File: src/rtl/dm_arb_pkg.sv
// Shared types and constants for the data-memory arbiter.
// Optional statistics counters are enabled with DM_ARB_STATS_EN.
package dm_arb_pkg;

  localparam int unsigned DM_WORDS = 128;
  localparam int unsigned STAT_W   = 16;

  typedef enum logic [1:0] {
    IDLE   = 2'd0,
    ACCESS = 2'd1,
    WAIT   = 2'd2,
    RESP   = 2'd3
  } state_e;

  typedef enum logic {
    CPU = 1'b0,
    DBG = 1'b1
  } req_id_e;

  // Saturating increment for the statistics counters
  function automatic logic [STAT_W-1:0] sat_inc(input logic [STAT_W-1:0] v);
    return (&v) ? v : v + STAT_W'(1);
  endfunction

endpackage

File: src/rtl/dm_arb_rr.sv
// Two-way round-robin picker; holds the last_grant pointer.
// Used by dm_arbiter (DM_ARB_STATS_EN has no effect here).
module dm_arb_rr
  import dm_arb_pkg::*;
(
  input  logic       clk,
  input  logic       rst,
  input  logic [1:0] i_req,
  input  logic       i_update,
  output logic [1:0] o_grant_c
);

  req_id_e r_last_grant;

  // On a conflict the requester that did not win last time goes first
  always_comb begin
    o_grant_c = i_req;
    if (i_req == 2'b11) begin
      o_grant_c = (r_last_grant == DBG) ? 2'b01 : 2'b10;
    end
  end

  always_ff @(posedge clk or negedge rst) begin
    if (!rst) begin
      r_last_grant <= DBG;
    end else if (i_update) begin
      r_last_grant <= o_grant_c[1] ? DBG : CPU;
    end
  end

endmodule

File: src/rtl/dm_arbiter.sv
// Arbitrates the single-ported data memory between the CPU MEM stage and a debug port.
// Define DM_ARB_STATS_EN to add grant/conflict statistics outputs.
module dm_arbiter
  import dm_arb_pkg::*;
#(
  parameter int unsigned ADDR_W  = 7,
  parameter int unsigned DATA_W  = 32,
  parameter int unsigned MEM_LAT = 1
) (
  input  logic              clk,
  input  logic              rst,
  input  logic              cpu_req,
  input  logic              cpu_we,
  input  logic [ADDR_W-1:0] cpu_addr,
  input  logic [DATA_W-1:0] cpu_wdata,
  output logic [DATA_W-1:0] cpu_rdata,
  output logic              cpu_ack,
  output logic              cpu_stall,
  input  logic              dbg_req,
  input  logic              dbg_we,
  input  logic [ADDR_W-1:0] dbg_addr,
  input  logic [DATA_W-1:0] dbg_wdata,
  output logic [DATA_W-1:0] dbg_rdata,
  output logic              dbg_ack,
  output logic              mem_en,
  output logic              mem_we,
  output logic [ADDR_W-1:0] mem_addr,
  output logic [DATA_W-1:0] mem_wdata,
  input  logic [DATA_W-1:0] mem_rdata
`ifdef DM_ARB_STATS_EN
  ,
  output logic [STAT_W-1:0] stat_cpu_grants,
  output logic [STAT_W-1:0] stat_dbg_grants,
  output logic [STAT_W-1:0] stat_conflicts
`endif
);

  localparam int unsigned CNT_W = 3;

  state_e            r_state;
  req_id_e           r_winner;
  logic              r_we;
  logic [CNT_W-1:0]  r_cnt;
  logic              r_cpu_ack;
  logic              r_dbg_ack;
  logic              r_mem_en;
  logic              r_mem_we;
  logic [ADDR_W-1:0] r_mem_addr;
  logic [DATA_W-1:0] r_mem_wdata;
  logic [DATA_W-1:0] r_cpu_rdata;
  logic [DATA_W-1:0] r_dbg_rdata;

  logic [1:0]        w_rr_req;
  logic [1:0]        w_grant;
  logic              w_rr_update;

  // Outside IDLE the picker sees only the winner so RESP commits the right pointer
  assign w_rr_req    = (r_state == IDLE) ? {dbg_req, cpu_req}
                                         : ((r_winner == DBG) ? 2'b10 : 2'b01);
  assign w_rr_update = (r_state == RESP);

  dm_arb_rr u_rr (
    .clk       (clk),
    .rst       (rst),
    .i_req     (w_rr_req),
    .i_update  (w_rr_update),
    .o_grant_c (w_grant)
  );

  // Access sequencer: grant/latch, one-cycle strobe, latency wait, ack
  always_ff @(posedge clk or negedge rst) begin
    if (!rst) begin
      r_state     <= IDLE;
      r_winner    <= CPU;
      r_we        <= 1'b0;
      r_cnt       <= '0;
      r_cpu_ack   <= 1'b0;
      r_dbg_ack   <= 1'b0;
      r_mem_en    <= 1'b0;
      r_mem_we    <= 1'b0;
      r_mem_addr  <= '0;
      r_mem_wdata <= '0;
      r_cpu_rdata <= '0;
      r_dbg_rdata <= '0;
    end else begin
      unique case (r_state)
        IDLE: begin
          if (|w_grant) begin
            r_winner    <= w_grant[1] ? DBG : CPU;
            r_we        <= w_grant[1] ? dbg_we : cpu_we;
            r_mem_en    <= 1'b1;
            r_mem_we    <= w_grant[1] ? dbg_we : cpu_we;
            r_mem_addr  <= w_grant[1] ? dbg_addr : cpu_addr;
            r_mem_wdata <= w_grant[1] ? dbg_wdata : cpu_wdata;
            r_state     <= ACCESS;
          end
        end
        ACCESS: begin
          r_mem_en <= 1'b0;
          r_mem_we <= 1'b0;
          r_cnt    <= CNT_W'(MEM_LAT);
          r_state  <= WAIT;
        end
        WAIT: begin
          if (r_cnt == CNT_W'(1)) begin
            if (r_winner == DBG) begin
              r_dbg_ack <= 1'b1;
              if (!r_we) r_dbg_rdata <= mem_rdata;
            end else begin
              r_cpu_ack <= 1'b1;
              if (!r_we) r_cpu_rdata <= mem_rdata;
            end
            r_cnt   <= '0;
            r_state <= RESP;
          end else begin
            r_cnt <= r_cnt - CNT_W'(1);
          end
        end
        RESP: begin
          r_cpu_ack <= 1'b0;
          r_dbg_ack <= 1'b0;
          r_state   <= IDLE;
        end
        default: r_state <= IDLE;
      endcase
    end
  end

  assign cpu_ack   = r_cpu_ack;
  assign dbg_ack   = r_dbg_ack;
  assign cpu_rdata = r_cpu_rdata;
  assign dbg_rdata = r_dbg_rdata;
  assign mem_en    = r_mem_en;
  assign mem_we    = r_mem_we;
  assign mem_addr  = r_mem_addr;
  assign mem_wdata = r_mem_wdata;
  assign cpu_stall = cpu_req & ~r_cpu_ack;

`ifdef DM_ARB_STATS_EN
  logic [STAT_W-1:0] r_stat_cpu;
  logic [STAT_W-1:0] r_stat_dbg;
  logic [STAT_W-1:0] r_stat_conf;

  // Grants are counted at completion, conflicts per IDLE cycle with both requests up
  always_ff @(posedge clk or negedge rst) begin
    if (!rst) begin
      r_stat_cpu  <= '0;
      r_stat_dbg  <= '0;
      r_stat_conf <= '0;
    end else begin
      if (r_state == RESP && r_winner == CPU) r_stat_cpu <= sat_inc(r_stat_cpu);
      if (r_state == RESP && r_winner == DBG) r_stat_dbg <= sat_inc(r_stat_dbg);
      if (r_state == IDLE && cpu_req && dbg_req) r_stat_conf <= sat_inc(r_stat_conf);
    end
  end

  assign stat_cpu_grants = r_stat_cpu;
  assign stat_dbg_grants = r_stat_dbg;
  assign stat_conflicts  = r_stat_conf;
`endif

endmodule
File: config.mk
export PLATFORM = sky130hd
export DESIGN_NAME = dm_arbiter
export DESIGN_NICKNAME = d
export VERILOG_FILES = /design/src/rtl/dm_arb_pkg.sv /design/src/rtl/dm_arb_rr.sv /design/src/rtl/dm_arbiter.sv
export SDC_FILE = /design/constraint.sdc
export NUM_CORES = 1
export LEC_CHECK = 0
export CAP_MARGIN = 10
export CELL_PAD_IN_SITES_DETAIL_PLACEMENT = 1
export CELL_PAD_IN_SITES_GLOBAL_PLACEMENT = 2
export CORE_MARGIN = 2
export CORE_UTILIZATION = 23
export DETAILED_ROUTE_END_ITERATION = 8
export GPL_TIMING_DRIVEN = 0
export PLACE_DENSITY = 0.79
export REMOVE_ABC_BUFFERS = 1
export SLEW_MARGIN = 0
export SYNTH_ARGS = -nofsm -noshare
export SYNTH_HDL_FRONTEND = slang
export SYNTH_SLANG_ARGS = --single-unit
File: constraint.sdc
create_clock -name clk -period 2 [get_ports clk]
set_clock_uncertainty 0.1 [all_clocks]
set_input_delay 0.6 -clock clk [delete_from_list [all_inputs] [get_ports clk]]
set_output_delay 0.6 -clock clk [all_outputs]
set_load 0.005 [all_outputs]
Yosys cells after proc, flatten, opt, wreduce, memory -nomap -nowiden

Index checks and enable logic that the tools add are counted.

$add $sub $neg: 1
Equal/unequal tests: 9
Muxes and demuxes: 23
Bitwise logic cells: 4
Reduce and logical (&&, ||, !) cells: 12

Operators by type and width:

| kind                                                                  | count |
|---|---|
| 32-bit 2-to-1 mux                                                     | 1 |
| 2-bit 2-to-1 mux                                                      | 6 |
| 1-bit 2-to-1 mux                                                      | 8 |
| 1-bit one-hot mux with 2 select lines                                 | 4 |
| 2-bit one-hot mux with 4 select lines                                 | 1 |
| 4-bit AND reduction                                                   | 2 |
| 7-bit 2-to-1 mux                                                      | 1 |
| 2-bit equality test, second input constant                            | 3 |
| 2-bit != test, second input constant                                  | 3 |
| 3-bit one-hot mux with 2 select lines                                 | 1 |
| 2-bit AND reduction                                                   | 3 |
| 3-bit AND reduction                                                   | 2 |
| 2-bit nonzero test                                                    | 3 |
| 3-bit by 1-bit equality test with 1-bit output, second input constant | 1 |
| 3-bit 2-to-1 mux                                                      | 1 |
| 1-bit NOT                                                             | 3 |
| 3-bit by 1-bit subtractor with 3-bit output, second input constant    | 1 |
| 2-bit by 1-bit equality test with 1-bit output, second input constant | 1 |
| 2-bit zero test                                                       | 1 |
| 2-bit by 1-bit != test with 1-bit output, second input constant       | 1 |
| 2-bit OR reduction                                                    | 1 |
| 1-bit bitwise AND                                                     | 1 |

Register bits: 115
Input port bits: 116
Output and inout port bits: 108
Logic and storage cells: 62

Logic depth before layout (Yosys ltp)

Depth after elaboration: 7
Gate-level depth with buffers: 8
Mapped depth without buffers: 6

Hierarchy

A second synthesis with hierarchy kept.

Cells, all modules: 374
Area, all modules: 4917.2 µm²

Modules (own cells, without submodules):

| module     | instances | cells each | area an instance (µm²) | seq. area each (µm²) |
|---|---|---|---|---|
| dm_arbiter | 1         | 369        | 4853.4                 | 2852.7 |
| dm_arb_rr  | 1         | 5          | 63.8                   | 26.3 |

Least setup slack after synthesis

Ideal clock, no wire load.

Kind: register to register
From: register r_state[0]
To: register r_cpu_rdata[19] (netlist: cpu_rdata[19])
Setup time: 0.125 ns
Arrival time: 1.736 ns
Data required time: 1.775 ns
Path slack: 0.039 ns
Stages on the path, launching flop included: 9
Clock period less this slack: 1.961 ns
Path through: dfrtp_1 inv_1 ha_1 inv_1 nor2_1 and4bb_2 clkbuf_2 buf_4 mux2_2

Cells in the longest elaborated chain, start to end: 2

Ends and longest elaborated chain:

| item                                 | line              | RTL |
|---|---|---|
| start, declared                      | dm_arbiter.sv:40  | `state_e r_state;` |
| start signal, assigned               | dm_arbiter.sv:73  | `r_state <= IDLE;` |
| start signal, assigned               | dm_arbiter.sv:95  | `r_state <= ACCESS;` |
| start signal, assigned               | dm_arbiter.sv:102 | `r_state <= WAIT;` |
| 2-bit equality test                  | dm_arbiter.sv:86  | `unique case (r_state)` |
| 4-bit AND reduction (no source line) | -                 |  |
| end signal, assigned                 | dm_arbiter.sv:111 | `if (!r_we) r_cpu_rdata <= mem_rdata;` |
| end, declared                        | dm_arbiter.sv:50  | `logic [DATA_W-1:0] r_cpu_rdata;` |

Every way passes these cells.
A chain may end at the register's enable or synchronous reset.

Final worst setup path

From: register r_state[0]
To: register r_mem_wdata[21] (netlist: mem_wdata[21])

Cells in the longest elaborated chain, start to end: 6
Elaborated cells on any way between the ends: 7
Those cells by class: eq/ne (1); mux (3); reduce/logical (3)

Ends and longest elaborated chain:

| item                                 | line                               | RTL |
|---|---|---|
| 2-bit zero test *                    | dm_arbiter.sv:58, dm_arbiter.sv:86 |  |
| 2-bit 2-to-1 mux                     | dm_arbiter.sv:58                   | `assign w_rr_req = (r_state == IDLE) ? {dbg_req, cpu_req}` |
| 2-bit equality test                  | dm_arb_rr.sv:18                    | `if (i_req == 2'b11) begin` |
| 2-bit 2-to-1 mux                     | dm_arb_rr.sv:18                    |  |
| 2-bit OR reduction                   | dm_arbiter.sv:88                   | `if (\|w_grant) begin` |
| 2-bit AND reduction (no source line) | -                                  |  |
| end signal, assigned                 | dm_arbiter.sv:94                   | `r_mem_wdata <= w_grant[1] ? dbg_wdata : cpu_wdata;` |
| end, declared                        | dm_arbiter.sv:49                   | `logic [DATA_W-1:0] r_mem_wdata;` |

Every way passes the cells marked *; elsewhere a longest branch is shown, timed or not.

==> summary.txt <==
Outcome
  • Status: finished, final reports clean

Global route
  • Grt ovf: 0
  • Total GRT Usage: between 10 and 15%
  • Largest net degree at the start of global routing: 63
  • Initial antenna violation count: 0
  • Vias in the first global route: about 4300
  • First-pass GRT wire length: between 20000 and 25000 um

Clock tree
  • Worst-path clk slew: approximately 0.060 ns
  • Root Buffer: clkbuf_16
  • CTS tree: done
  • Worst-Skew Late Latency: approximately 0.40 ns
  • Clk sinks: 115
  • Num CTS Buffers: 17
  • H-tree depth: 4
  • Clock buffer depth: 2

Setup path
  • Critical Path RT: 2.18 ns
  • R2r endpoint: mem_wdata[21]
  • Critical path arrival: ~2.2 ns
  • CP startpoint kind: register
  • Worst R2R Setup Slack: around 0.0030 ns
  • Reg2Reg Depth: 8
  • Worst r2r src: r_state[0]
  • CP max FO: 8
  • Worst setup EP type: register
  • CP Class: register to register

Place
  • Pre-CTS WS: -1.14 ns
  • Area after DPL: around 0.0075 mm^2
  • GP Congestion: approximately 0.75
  • Placed insts: 859
  • Port buffer count: 223
  • DP Wirelength: about 11000 um

Route
  • Initial DRT Pass Iterations: 4
  • Routed WL per cell: 16.8 um
  • Via count: slightly below 4000
  • DRC Markers: 0
  • Initial DRC count: 51
  • Vias/cell: 4.26
  • ANT nets after route: 0
  • Final WL: around 15000 um

Layout
  • Synth-to-Final Area Change: 76.7%
  • Fin cells: 922
  • Area occupied by multi-input gates: 0.00200 mm^2
  • Nets: 757
  • Antenna diodes: 0
  • Design area: about 0.0086 mm^2
  • Sequential Area: around 0.0029 mm^2
  • Fill count: 2194
  • Util after Layout: roughly 40%
  • Share of cells above drive strength 1: approximately 25%

Pwr
  • Power, Total: 13.7 mW
  • PwrDens: 1590 mW/mm^2
  • Worst VDD drop: about 0.00053 V
  • P_leak: 4.23 nW

STA
  • FMAX: 0.501 GHz
  • Setup TNS: 0 ns
  • Final Critical Period: 2.00 ns
  • Final Hold Viols: 0
  • Max Slew Vio Count: 0
  • Final Worst Setup Slack: slightly below 0.003 ns
  • Part of the cycle the worst path needs: roughly 100%
  • Final setup fails: 0
  • Relative slew slack: between 60% and 70%
  • RSZ-0062 raised after global routing: true
  • Slew at the pin closest to its max-slew limit: just over 0.5 ns
  • WHS: between 0.05 and 0.06 ns

Synthesis
  • Seq cells post-synth: approximately 120
  • Yosys cell types: 28
  • Seq/Total Area, Yosys: around three fifths
  • Cell taking the most area after synthesis: dfrtp_1
  • Cells after Synth: roughly 370
  • Mapped Avg Cell Area: 13.0 um^2
  • Post-synthesis cell area: around 0.0049 mm^2
  • Share of the synthesized area in the top cell type: around 59%
  • Synth warnings: 0
  • Synth top area cells: dfrtp_1 (59%), mux2_2 (15%), mux2i_1 (8.6%)

Floorplan
  • Chip Width: between 100 and 150 um
  • Die Y: about 150 um
  • I/O pin count: roughly 220
  • CORE AREA: approximately 0.021 mm^2
  • Core Rows: 53
  • Initial Utilization: between 20% and 30%
  • Die ar.: 0.0223 mm^2

Min path
  • HP Class: input pin to async pin

Run
  • # Max-Cap Violations: 0
-- metal layers --
metal  global-route usage, %  vias up  wire (um)
met5                       0        -          0
met1                    16.4     1917       6250
met2                    23.4      173       7610
li1                        -     1825          -
met4                    5.10        0        279
met3                    4.28       17       1320
-- sequential cells by signal, indices dropped and copies added (netlist names) --
signal and count:
cpu_ack 1, cpu_rdata 32, dbg_ack 1, dbg_rdata 32
mem_addr 7, mem_en 1, mem_wdata 32, mem_we 1
r_cnt 3, r_state 2, r_we 1, r_winner 1
u_rr.r_last_grant 1
-- synth_stat cells (all sizes together) --
library cell,count
dfrtp,114
mux2,66
o21ai,47
nand2,45
mux2i,42
buf,16
inv,8
ha,7
nor2,5
nor2b,5
a21oi,4
clkbuf,4
a22o,1
and4bb,1
dfstp,1
nand3,1
nand3b,1
nand4b,1
nor3b,1
o22a,1
o2bb2ai,1
o31ai,1
o32ai,1
-- where the power goes --
part / switching (mW) / internal [mW]
sequential: 0.639 / 3.52
combinational: 2.68 / 4.04
clock: 1.10 / 1.70
total: 4.42 / 9.26
-- logic make-up after synthesis --
family                   share of synthesized area [%]
adder cells (fa/ha/maj)                           1.80
flip-flops                                        59.2
AO/OA/AOI/OAI                                     6.41
multiplexers                                      23.9
buffers and inverters                             3.29
AND/OR/NAND/NOR                                   5.35
-- layout by cell type, fill, tap and decap left out, types with 9 or more instances in the layout --
master / netlist / routed
mux2_2: 65 / 64
dlymetal6s2s_1: 0 / 49
clkbuf_16: 0 / 18
mux2i_2: 0 / 9
buf_4: 3 / 20
dfrtp_1: 114 / 113
nand2_1: 45 / 45
mux2i_1: 42 / 29
o21ai_1: 40 / 39
clkdlybuf4s50_1: 0 / 136
dlygate4sd2_1: 0 / 35
-- worst max path at each step --
stage,slack [ns],cells after the start,start,end
after floorplan,-2.37,5,r_state[0],r_we
after global placement,-4.32,1,rst,mem_addr[5]
after detailed placement,-1.14,7,cpu_req,mem_wdata[30]
after CTS,-0.07,8,r_state[1],mem_wdata[30]
after global routing,-0.1,8,r_state[0],mem_wdata[21]
final,0.003,8,r_state[0],mem_wdata[21]
-- timing repair --
action / in CTS / in global routing
resized for setup: 64 / 69
hold buffers: 0 / 0
buffers inserted: 23 / 6
pin swaps: 5 / 5
setup endpoints to repair: 147 / 158
cloned: 1 / 1
-- cell type report --
cell class                      count  share of cell area [%]
Timing Repair Buffer              260                    32.5
Tap cell                          275                    4.01
Sequential cell                   115                    33.5
Multi-Input combinational cell    232                    23.2
Inverter                            8                   0.379
Clock inverter                     13                    1.30
Clock buffer                       19                    5.04
-- worst max-delay path: stages (launching register included) --
cell     delay [ns]
dfrtp_1        0.42
inv_4          0.11
ha_4           0.15
mux2_4         0.34
o31ai_4        0.11
buf_12         0.18
buf_16         0.14
mux2i_2        0.22
o21ai_1        0.09
Power figures use the tool's default switching activity.
